`src/rtl/topbus_master_if.sv`:
```
`timescale 1ns/1ps
`default_nettype none
// ============================================================================
// topbus_master_if : host command/response and multiplexed bus signal bundle
// Revision 1.0
// ============================================================================
interface topbus_master_if;
    logic       cmd_valid;
    logic       cmd_ready;
    logic       cmd_write;
    logic [7:0] cmd_addr;
    logic [7:0] cmd_wdata;
    logic       rsp_valid;
    logic [7:0] rsp_rdata;
    logic [7:0] bus_data_out;
    logic       bus_data_oe;
    logic [7:0] bus_data_in;
    logic       ale;
    logic       write;
    logic       read;

    modport master (
        input  cmd_valid, cmd_write, cmd_addr, cmd_wdata, bus_data_in,
        output cmd_ready, rsp_valid, rsp_rdata, bus_data_out, bus_data_oe,
        output ale, write, read
    );

    modport slave (
        output cmd_valid, cmd_write, cmd_addr, cmd_wdata, bus_data_in,
        input  cmd_ready, rsp_valid, rsp_rdata, bus_data_out, bus_data_oe,
        input  ale, write, read
    );
endinterface
`default_nettype wire

```
`src/rtl/topbus_master.sv`:
```
`timescale 1ns/1ps
`default_nettype none
// ============================================================================
// topbus_master : single-transaction ALE/strobe master for a muxed 8-bit bus
// Revision 1.0
// ============================================================================
module topbus_master #(
    parameter int T_ALE    = 2,
    parameter int T_HOLD   = 1,
    parameter int T_STROBE = 3
) (
    input wire              osc,
    input wire              rst_n,
    topbus_master_if.master bus
);

    localparam logic [7:0] c_ale_load    = 8'(T_ALE - 1);
    localparam logic [7:0] c_hold_load   = 8'(T_HOLD - 1);
    localparam logic [7:0] c_strobe_load = 8'(T_STROBE - 1);

    typedef enum logic [2:0] {
        ST_IDLE    = 3'd0,
        ST_ALE     = 3'd1,
        ST_AHOLD   = 3'd2,
        ST_STROBE  = 3'd3,
        ST_RECOVER = 3'd4
    } state_t;

    state_t     r_state,     w_state;
    logic [7:0] r_cnt,       w_cnt;
    logic       r_is_write,  w_is_write;
    logic [7:0] r_wdata,     w_wdata;
    logic       r_ale,       w_ale;
    logic       r_write_n,   w_write_n;
    logic       r_read_n,    w_read_n;
    logic       r_oe,        w_oe;
    logic [7:0] r_dout,      w_dout;
    logic       r_rsp_valid, w_rsp_valid;
    logic [7:0] r_rdata,     w_rdata;
    logic       w_cnt_zero;

    assign w_cnt_zero = (r_cnt == 8'd0);

    always_ff @(posedge osc or negedge rst_n) begin
        if (!rst_n) begin
            r_state     <= ST_IDLE;
            r_cnt       <= 8'd0;
            r_is_write  <= 1'b0;
            r_wdata     <= 8'h00;
            r_ale       <= 1'b0;
            r_write_n   <= 1'b1;
            r_read_n    <= 1'b1;
            r_oe        <= 1'b0;
            r_dout      <= 8'h00;
            r_rsp_valid <= 1'b0;
            r_rdata     <= 8'h00;
        end else begin
            r_state     <= w_state;
            r_cnt       <= w_cnt;
            r_is_write  <= w_is_write;
            r_wdata     <= w_wdata;
            r_ale       <= w_ale;
            r_write_n   <= w_write_n;
            r_read_n    <= w_read_n;
            r_oe        <= w_oe;
            r_dout      <= w_dout;
            r_rsp_valid <= w_rsp_valid;
            r_rdata     <= w_rdata;
        end
    end

    // Every bus-visible output is computed here one cycle early and registered.
    always_comb begin
        w_state     = r_state;
        w_cnt       = r_cnt;
        w_is_write  = r_is_write;
        w_wdata     = r_wdata;
        w_ale       = r_ale;
        w_write_n   = r_write_n;
        w_read_n    = r_read_n;
        w_oe        = r_oe;
        w_dout      = r_dout;
        w_rsp_valid = 1'b0;
        w_rdata     = r_rdata;
        unique case (r_state)
            ST_IDLE: begin
                if (bus.cmd_valid) begin
                    w_is_write = bus.cmd_write;
                    w_wdata    = bus.cmd_wdata;
                    w_dout     = bus.cmd_addr;
                    w_oe       = 1'b1;
                    w_ale      = 1'b1;
                    w_cnt      = c_ale_load;
                    w_state    = ST_ALE;
                end
            end
            ST_ALE: begin
                if (w_cnt_zero) begin
                    w_ale   = 1'b0;
                    w_cnt   = c_hold_load;
                    w_state = ST_AHOLD;
                end else begin
                    w_cnt = r_cnt - 8'd1;
                end
            end
            ST_AHOLD: begin
                if (w_cnt_zero) begin
                    if (r_is_write) begin
                        w_dout    = r_wdata;
                        w_write_n = 1'b0;
                    end else begin
                        w_oe     = 1'b0;
                        w_read_n = 1'b0;
                    end
                    w_cnt   = c_strobe_load;
                    w_state = ST_STROBE;
                end else begin
                    w_cnt = r_cnt - 8'd1;
                end
            end
            ST_STROBE: begin
                if (w_cnt_zero) begin
                    w_write_n   = 1'b1;
                    w_read_n    = 1'b1;
                    if (!r_is_write) begin
                        w_rdata = bus.bus_data_in;
                    end
                    w_rsp_valid = 1'b1;
                    w_cnt       = c_hold_load;
                    w_state     = ST_RECOVER;
                end else begin
                    w_cnt = r_cnt - 8'd1;
                end
            end
            ST_RECOVER: begin
                if (w_cnt_zero) begin
                    w_oe    = 1'b0;
                    w_state = ST_IDLE;
                end else begin
                    w_cnt = r_cnt - 8'd1;
                end
            end
            default: begin
                w_state = ST_IDLE;
            end
        endcase
    end

    assign bus.cmd_ready    = (r_state == ST_IDLE);
    assign bus.rsp_valid    = r_rsp_valid;
    assign bus.rsp_rdata    = r_rdata;
    assign bus.bus_data_out = r_dout;
    assign bus.bus_data_oe  = r_oe;
    assign bus.ale          = r_ale;
    assign bus.write        = r_write_n;
    assign bus.read         = r_read_n;

endmodule
`default_nettype wire

```
`src/flat_wrapper.sv`:
```
// flat-port wrapper written by rule: the top's interface ports become plain ports
module topbus_master_flat 
#(
    parameter int T_ALE    = 2,
    parameter int T_HOLD   = 1,
    parameter int T_STROBE = 3
)
  (osc, rst_n, bus_cmd_valid, bus_cmd_write, bus_cmd_addr, bus_cmd_wdata, bus_bus_data_in, bus_cmd_ready, bus_rsp_valid, bus_rsp_rdata, bus_bus_data_out, bus_bus_data_oe, bus_ale, bus_write, bus_read);
  topbus_master_if bus_i ();
  input wire osc;
  input wire rst_n;
  input wire logic [$bits(bus_i.cmd_valid)-1:0] bus_cmd_valid;
  input wire logic [$bits(bus_i.cmd_write)-1:0] bus_cmd_write;
  input wire logic [$bits(bus_i.cmd_addr)-1:0] bus_cmd_addr;
  input wire logic [$bits(bus_i.cmd_wdata)-1:0] bus_cmd_wdata;
  input wire logic [$bits(bus_i.bus_data_in)-1:0] bus_bus_data_in;
  output wire logic [$bits(bus_i.cmd_ready)-1:0] bus_cmd_ready;
  output wire logic [$bits(bus_i.rsp_valid)-1:0] bus_rsp_valid;
  output wire logic [$bits(bus_i.rsp_rdata)-1:0] bus_rsp_rdata;
  output wire logic [$bits(bus_i.bus_data_out)-1:0] bus_bus_data_out;
  output wire logic [$bits(bus_i.bus_data_oe)-1:0] bus_bus_data_oe;
  output wire logic [$bits(bus_i.ale)-1:0] bus_ale;
  output wire logic [$bits(bus_i.write)-1:0] bus_write;
  output wire logic [$bits(bus_i.read)-1:0] bus_read;
  assign bus_i.cmd_valid = bus_cmd_valid;
  assign bus_i.cmd_write = bus_cmd_write;
  assign bus_i.cmd_addr = bus_cmd_addr;
  assign bus_i.cmd_wdata = bus_cmd_wdata;
  assign bus_i.bus_data_in = bus_bus_data_in;
  assign bus_cmd_ready = bus_i.cmd_ready;
  assign bus_rsp_valid = bus_i.rsp_valid;
  assign bus_rsp_rdata = bus_i.rsp_rdata;
  assign bus_bus_data_out = bus_i.bus_data_out;
  assign bus_bus_data_oe = bus_i.bus_data_oe;
  assign bus_ale = bus_i.ale;
  assign bus_write = bus_i.write;
  assign bus_read = bus_i.read;
  topbus_master #(.T_ALE(T_ALE), .T_HOLD(T_HOLD), .T_STROBE(T_STROBE)) u_core (.osc(osc), .rst_n(rst_n), .bus(bus_i));
endmodule
```
`config.mk`:
```
export PLATFORM = sky130hd
export DESIGN_NAME = topbus_master_flat
export DESIGN_NICKNAME = d
export VERILOG_FILES = /design/src/rtl/topbus_master_if.sv /design/src/rtl/topbus_master.sv /design/src/flat_wrapper.sv
export SDC_FILE = /design/constraint.sdc
export NUM_CORES = 1
export LEC_CHECK = 0
export CAP_MARGIN = 20
export CORE_UTILIZATION = 45
export DETAILED_ROUTE_END_ITERATION = 8
export GPL_ROUTABILITY_DRIVEN = 0
export GPL_TIMING_DRIVEN = 0
export PLACE_DENSITY_LB_ADDON = 0.05
export SLEW_MARGIN = 40
export SYNTH_ARGS = -nofsm -noshare
export SYNTH_HDL_FRONTEND = slang
export SYNTH_SLANG_ARGS = --single-unit
```
`constraint.sdc`:
```
create_clock -name osc -period 4 [get_ports osc]
set_input_delay 1 -clock osc [delete_from_list [all_inputs] [get_ports osc]]
set_output_delay 1 -clock osc [all_outputs]
set_load 0.005 [all_outputs]
```
### Word-level counts from Yosys, hierarchy flattened

Index checks and enable logic that the tools add are counted.

* input port bits: 28
* register bits after elaboration: 41

* eq/ne operators: 12
* reduce and logical (&&, ||, !) cells: 17
* bitwise gates (word level): 1
* mux-type cells: 28
* $add $sub $neg: 1

Operators by type and width (number)
* 8-bit 2-to-1 mux: 7
* 8-bit case mux with 4 select lines: 1
* 8-bit case mux with 2 select lines: 1
* 3-bit 2-to-1 mux: 5
* 3-bit case mux with 5 select lines: 1
* 4-bit AND reduction: 3
* 2-bit by 1-bit inequality test with 1-bit output (second input constant): 5
* 5-bit AND reduction: 2
* 1-bit 2-to-1 mux: 9
* 3-bit AND reduction: 3
* 8-bit logical NOT: 1
* 8-bit by 1-bit subtractor with 8-bit output (second input constant): 1
* 3-bit by 2-bit == test with 1-bit output (second input constant): 2
* 2-bit inequality test (second input constant): 3
* 1-bit case mux with 2 select lines: 3
* 2-bit nonzero test: 3
* 4-bit nonzero test: 1
* 3-bit by 1-bit == test with 1-bit output (second input constant): 1
* 3-bit == test (second input constant): 1
* 3-bit logical NOT: 1
* 1-bit case mux with 3 select lines: 1
* 3-bit nonzero test: 1
* 2-bit AND reduction: 1
* 2-bit OR reduction: 1
* 1-bit NOT: 1

### Depth between registers and ports, before layout

Gate-level depths: netlist of the first run.

* depth in word-level cells: 4
* depth in mapped cells: 8
* mapped depth without buffers: 7

### Least setup slack after synthesis of the first run

Ideal clock, no wire load.

* kind: register to register
* start point: register u_core.r_cnt[3]
* end point: register u_core.r_dout[0] (netlist: u_core.bus.bus_data_out[0])
* setup slack: 1.638 ns
* path buffers: 0
* arrival: 2.238 ns
* cell stages (with the launch flop): 6
* cells stage by stage: dfrtp_1 -> or4_4 -> nor3_4 -> nand2_1 -> a2111oi_4 -> mux2_2

* word-level cells in the longest chain between the ends: 3

Ends and longest elaborated chain
* from (decl): RTL line topbus_master.sv:30 `logic [7:0] r_cnt, w_cnt;`
* from (signal assigned): RTL line topbus_master.sv:59 `r_cnt <= w_cnt;`
* 8-bit logical NOT: RTL line topbus_master.sv:42 `assign w_cnt_zero = (r_cnt == 8'd0);`
* 2-bit by 1-bit inequality test with 1-bit output (no line)
* 4-bit AND reduction (no line)
* to (signal assigned): RTL line topbus_master.sv:66 `r_dout <= w_dout;`
* to (decl): RTL line topbus_master.sv:37 `logic [7:0] r_dout, w_dout;`

Every way passes these cells.
A chain may end at the register's enable or synchronous reset.

### Worst setup path after layout of the first run

* start point: register u_core.r_state[0]
* end point: output port bus_cmd_ready

* word-level cells in the longest chain between the ends: 1

Ends and longest elaborated chain
* from (decl): RTL line topbus_master.sv:29 `state_t r_state, w_state;`
* from (signal assigned): RTL line topbus_master.sv:58 `r_state <= w_state;`
* 3-bit logical NOT: RTL line topbus_master.sv:149 `assign bus.cmd_ready = (r_state == ST_IDLE);`
* to (decl): RTL line flat_wrapper.sv:17 `output wire logic [$bits(bus_i.cmd_ready)-1:0] bus_cmd_ready;`

Every way passes these cells.

==> impl_metrics.env, run 1 <==
export IMPL_status="finished clean"
export IMPL_fmax_mhz=357
export IMPL_numCtsBuffers=5
export IMPL_synth_edf_count=0
export IMPL_fin_crit_ps=2800
export IMPL_cts_root_buf="clkbuf_8"
export IMPL_leakage_nw=1.05
export IMPL_first_global_vias=1439
export IMPL_yosysUniqueCellTypes=28
export IMPL_multi_input_area_sq_um=837
export IMPL_vdd_drop_max_mv=0.356
export IMPL_pre_cts_slack_ps=1180
export IMPL_synth_commonest_cells="39 x dfrtp_1, 33 x mux2_2, 15 x nor2_1, 12 x o21ai_0, 11 x nand2_1"
export IMPL_die_x_um=67.0
export IMPL_cp_end_kind="output pin"
export IMPL_dieArea_sq_um=4490
export IMPL_slew_headroom=0.562
export IMPL_cpPeakStageDelay_ps=550
export IMPL_gr_total_overflow=0
export IMPL_grtUsageTotal=0.195
export IMPL_synth_top_flop_cell="dfrtp_1"
export IMPL_synth_cells=161
export IMPL_max_slew_worst_pin_slew_ps=657
export IMPL_fin_setup_tns_ps=0
export IMPL_ys_top_cells_by_area="dfrtp_1 51%, mux2_2 20%, o21ai_0 3.2%"
export IMPL_path_class="reg -> out"
export IMPL_area_delta_synth_final_pct=33.7
export IMPL_drc=0
export IMPL_arrival_ps=1800
export IMPL_wl_per_cell_um=14.5
export IMPL_ant_nets=0
export IMPL_worst_path_dominant_cell_family="buffers and inverters"
export IMPL_start_util=0.472
export IMPL_grt_max_degree=42
export IMPL_synth_area_sq_um=1900
export IMPL_crit_chain="clkbuf_1 > nor3_1 > clkdlybuf4s50_1"
export IMPL_yosys_warnings=0
export IMPL_synth_top_area_frac=0.513
export IMPL_path_buf_inv=2
export IMPL_final_area_sq_um=2540
export IMPL_holdWs_ps=468
export IMPL_syn_nets=190
export IMPL_hp_class="reg -> reg"
export IMPL_vias_per_cell=5.27
export IMPL_hold_viol_final=0
export IMPL_layout_nets=246
export IMPL_finClkSkew_ps=5.61
export IMPL_maxSlewViolCount=0
export IMPL_dr_total_vias=1412
export IMPL_synth_largest_area_cell="dfrtp_1"
export IMPL_io_pins=50
export IMPL_worst_path_max_fanout=10
export IMPL_async_reset_ff_frac=1.00
export IMPL_core_area_sq_um=4030
export IMPL_n_antenna_cell=0
export IMPL_cts_tree="built"
export IMPL_cpMaxStageDelayCell="clkdlybuf4s50_1"
export IMPL_seqCellArea_sq_um=1030
export IMPL_startpoint_type="flip-flop"
export IMPL_fin_ws_ps=1200
export IMPL_max_cap_viol_count=0
export IMPL_io_buffers=49
export IMPL_ys_seq_area_frac=0.540
export IMPL_antenna_found_initial=0
export IMPL_postCtsSetupBuffers=0
export IMPL_hpwl_um=2750
export IMPL_cts_resized=0
export IMPL_first_iter_violations=114
export IMPL_ys_ff_latch=41
export IMPL_num_rows=23
export IMPL_die_y_um=67.0
export IMPL_p_per_area_nw_per_um2=672
export IMPL_stdcell_count=268
export IMPL_clock_path_buffers=2
export IMPL_synth_most_common_cell="dfrtp_1"
export IMPL_fill_cells=323
export IMPL_path_clk_slew_ps=80
export IMPL_syn_area_per_cell_sq_um=11.8
export IMPL_final_layout_size_suffix_gt1_frac=0.206
export IMPL_rsz0062_at_grt="false"
export IMPL_critPathRequiredTime_ps=3000
export IMPL_min_period_over_period=0.701
export IMPL_dpl_instance_area_sq_um=2450
export IMPL_htree_levels=2
export IMPL_setup_viol=0
export IMPL_r2r_setup_slack_ps=1390
export IMPL_grt_pass1_wl_um=6400
export IMPL_first_pass_iters=4
export IMPL_routed_wl_um=3880
export IMPL_insertion_delay_ps=290
export IMPL_dp_cells=260
export IMPL_cts_hold_buf=0
export IMPL_cts_num_sinks=41
## stage by stage
stage	util	power, mW
2_1_floorplan	-	1.11
4_1_cts	0.631	1.72
3_5_place_dp	0.609	1.44
6_report	0.631	1.71
5_1_grt	0.631	1.83
3_3_place_gp	0.610	1.41
## cell usage in the layout (no fill, tap or decap)
master           instances
and2_1                   2
or3_1                    1
a22o_1                   1
nand2b_1                 4
nand4b_1                 1
ha_1                     1
mux2_2                  33
nor4_1                   1
clkdlybuf4s50_1         48
nor2_1                  15
o21ai_0                 12
clkbuf_1                 8
xor2_1                   6
nor3_4                   1
o2bb2ai_1                1
nor3_1                   3
a2111oi_4                1
mux2i_1                  1
o211ai_1                 1
nor2b_1                  1
o311a_1                  2
nand2_1                 11
dfrtp_1                 39
or4_4                    1
a21oi_1                  6
dfstp_2                  2
inv_1                    4
buf_4                    1
nand3_1                  3
nor3b_1                  1
clkbuf_8                 6
## layer usage
metal | track usage | vias to the layer above | share of wire
met5 | 0 | - | 0
met4 | 0.0798 | 0 | 0.014
met3 | 0.0685 | 5 | 0.055
met2 | 0.315 | 42 | 0.49
met1 | 0.234 | 690 | 0.44
li1 | - | 675 | -
## tightest hold or removal path, cell delays in order, from the launching register on
cell     delay (ps)
dfstp_2         370
nand2_1          50
nand2_1          50
## path summary, 6_finish.rpt
| path | from | endpoint | cells past startpoint |
|---|---|---|---|
| worst max-delay path | u_core.r_state[0] | bus_cmd_ready | 3 |
| worst min-delay path | u_core.bus.write | u_core.bus.write | 2 |
| worst max register to register | u_core.r_cnt[3] | u_core.bus.bus_data_out[6] | 5 |
| worst min register to register | u_core.bus.write | u_core.bus.write | 2 |
| max in group asynchronous | rst_n | u_core.bus.write | 1 |
| min in group asynchronous | rst_n | u_core.r_state[0] | 1 |
## cell families (layout without fill, tap and decap cells)
group                    Yosys count  in the layout  share of synthesized area
multiplexers                      34             34                      0.201
XOR/XNOR                           6              6                     0.0276
buffers and inverters             10             67                     0.0197
flip-flops                        41             41                      0.540
AND/OR/NAND/NOR                   45             45                      0.120
adder cells (fa/ha/maj)            1              1                    0.00657
AO/OA/AOI/OAI                     24             24                     0.0855
## state kept, by name, indices dropped and copies added, names as in the netlist
name                     cells
u_core.bus.ale               1
u_core.r_wdata               8
u_core.bus.rsp_rdata         8
u_core.bus.bus_data_oe       1
u_core.bus.rsp_valid         1
u_core.bus.read              1
u_core.bus.write             1
u_core.r_cnt                 8
u_core.r_state               3
u_core.bus.bus_data_out      8
u_core.r_is_write            1
## final cells by class
cell class	instances	share of cell area
Buffer	6	0.00885
Timing Repair Buffer	49	0.192
Clock buffer	8	0.0354
Sequential cell	41	0.404
Tap cell	50	0.0246
Multi-Input combinational cell	110	0.329
Inverter	4	0.00590
## report_power, final
part	leakage (nW)	internal (mW)	switching, mW
combinational	0.514	0.419	0.273
sequential	0.492	0.613	0.125
clock	0.0455	0.141	0.137
Note: power is estimated with default switching activity, not from simulation.
==> run 2, diff against run 1 <==
Clock period 4 ns to 2.9 ns, I/O delays scaled along.
==> results of run 2 <==
The final DEF is identical to that of run 1. Status: finished clean.
Main changes from that run: setup slack after placement 1180 ps -> 262 ps; setup slack after layout 1200 ps -> 285 ps; hold slack 468 ps -> 401 ps; start point of the critical path u_core.r_state[0] -> u_core.r_cnt[3]; end point of the critical path bus_cmd_ready -> u_core.bus.bus_data_out[6]; register-to-register setup slack 1390 ps -> 290 ps; total power 1.71 mW -> 2.36 mW; worst IR drop on VDD 0.356 mV -> 0.491 mV
==> run 3, diff against run 2 <==
Settings changed: PLACE_DENSITY set to 0.75, PLACE_DENSITY_LB_ADDON 0.05 to unset.
==> run 3 against run 2 <==
Effect of this change: non-clock buffer count is the same; critical path depth unchanged; first-iteration DRC count decreased by 42%; clock power grew 1%; utilization is the same; cell count unchanged; register-to-register slack is essentially flat; fmax rose by 0.46%; wire length up 3.0%; highest routed layer unchanged.
==> impl_metrics.env, run 3 (synthesis results as in run 1) <==
export IMPL_cts_tree="built"
export IMPL_leakage_nw=1.05
export IMPL_slew_headroom=0.559
export IMPL_routed_wl_um=4000
export IMPL_hp_class="in -> async"
export IMPL_n_antenna_cell=0
export IMPL_path_clk_slew_ps=80
export IMPL_area_delta_synth_final_pct=33.7
export IMPL_dieArea_sq_um=4490
export IMPL_gr_total_overflow=0
export IMPL_arrival_ps=2790
export IMPL_vias_per_cell=5.27
export IMPL_critPathRequiredTime_ps=3080
export IMPL_final_common_cell="clkdlybuf4s50_1"
export IMPL_insertion_delay_ps=300
export IMPL_first_global_vias=1504
export IMPL_hpwl_um=2990
export IMPL_stdcell_count=268
export IMPL_cts_resized=0
export IMPL_max_slew_worst_pin_slew_ps=661
export IMPL_wl_per_cell_um=14.9
export IMPL_cts_hold_buf=0
export IMPL_min_period_over_period=0.898
export IMPL_p_per_area_nw_per_um2=930
export IMPL_antenna_found_initial=0
export IMPL_layout_nets=246
export IMPL_cts_root_buf="clkbuf_8"
export IMPL_die_y_um=67.0
export IMPL_status="finished clean"
export IMPL_startpoint_type="flip-flop"
export IMPL_io_pins=50
export IMPL_numCtsBuffers=5
export IMPL_fill_cells=337
export IMPL_htree_levels=2
export IMPL_setup_viol=0
export IMPL_reg2reg_from="u_core.r_cnt[3]"
export IMPL_cts_num_sinks=41
export IMPL_hold_viol_final=0
export IMPL_final_cell_mix="48 x clkdlybuf4s50_1, 39 x dfrtp_1, 33 x mux2_2, 15 x nor2_1, 12 x o21ai_0"
export IMPL_num_rows=23
export IMPL_start_util=0.472
export IMPL_rsz0062_at_grt="false"
export IMPL_postCtsSetupBuffers=0
export IMPL_rr_worst_depth=5
export IMPL_max_cap_viol_count=0
export IMPL_grtUsageTotal=0.200
export IMPL_multi_input_area_sq_um=837
export IMPL_grt_max_degree=42
export IMPL_dr_total_vias=1413
export IMPL_fin_setup_tns_ps=0
export IMPL_io_buffers=49
export IMPL_worst_path_max_fanout=8
export IMPL_first_pass_iters=4
export IMPL_cp_end_kind="flip-flop"
export IMPL_dp_cells=260
export IMPL_maxSlewViolCount=0
export IMPL_finClkSkew_ps=11.2
export IMPL_final_layout_size_suffix_gt1_frac=0.206
export IMPL_r2r_end="u_core.bus.bus_data_out[1]"
export IMPL_fin_crit_ps=2600
export IMPL_fmax_mhz=384
export IMPL_vdd_drop_max_mv=0.461
export IMPL_seqCellArea_sq_um=1030
export IMPL_first_iter_violations=66
export IMPL_die_x_um=67.0
export IMPL_path_class="reg -> reg"
export IMPL_clock_path_buffers=2
export IMPL_drc=0
export IMPL_core_area_sq_um=4030
export IMPL_r2r_setup_slack_ps=300
export IMPL_grt_pass1_wl_um=6540
export IMPL_ant_nets=0
export IMPL_holdWs_ps=392
export IMPL_final_area_sq_um=2540
export IMPL_dpl_instance_area_sq_um=2450
run 3: cell counts in the layout (fill, tap and decap cells not counted):
Identical to the previous run, type by type.
run 3: through the flow:
stage / total power, mW / setup WS (ps) / util
global route: 2.53 / 132 / 0.631
finish: 2.37 / 297 / 0.631
global placement: 1.94 / 149 / 0.610
CTS: 2.39 / 258 / 0.631
floorplan: 1.53 / 538 / -
detailed placement: 2.00 / 267 / 0.609
run 3: power breakdown:
group	total, mW	internal (mW)	leakage [nW]	switching [mW]
combinational	0.962	0.577	0.514	0.385
sequential	1.02	0.846	0.492	0.172
clock	0.388	0.194	0.0455	0.193
total	2.37	1.62	1.05	0.750
run 3: final cells by class:
type / instances / area share
Clock buffer: 8 / 0.0354
Tap cell: 50 / 0.0246
Inverter: 4 / 0.00590
Multi-Input combinational cell: 110 / 0.329
Sequential cell: 41 / 0.404
Buffer: 6 / 0.00885
Timing Repair Buffer: 49 / 0.192
run 3: worst max-delay path, cell delays in order (launching register included):
cell and delay (ps):
dfrtp_1 430, or4_4 590, nor3_4 250, nand2_1 130, a2111oi_4 680, mux2_2 410
run 3: routing by layer:
layer  vias up  GRT usage  wire, um
li1        673          -         -
met1       693      0.226      1610
met2        39      0.330      2070
met3         8     0.0788       264
met4         0     0.0851        59
met5         -          0         0
run 3: worst max path at each step:
stage | startpoint | slack [ps] | to | cells after the start
6_report | u_core.r_cnt[3] | 300 | u_core.bus.bus_data_out[1] | 5
5_1_grt | u_core.r_cnt[3] | 130 | u_core.bus.bus_data_out[6] | 5
4_1_cts | u_core.r_cnt[3] | 260 | u_core.bus.bus_data_out[1] | 5
3_5_place_dp | u_core.r_cnt[3] | 270 | u_core.bus.bus_data_out[1] | 5
3_3_place_gp | rst_n | 150 | u_core.bus.bus_data_out[4] | 1
2_1_floorplan | u_core.r_cnt[3] | 540 | u_core.bus.bus_data_out[0] | 5
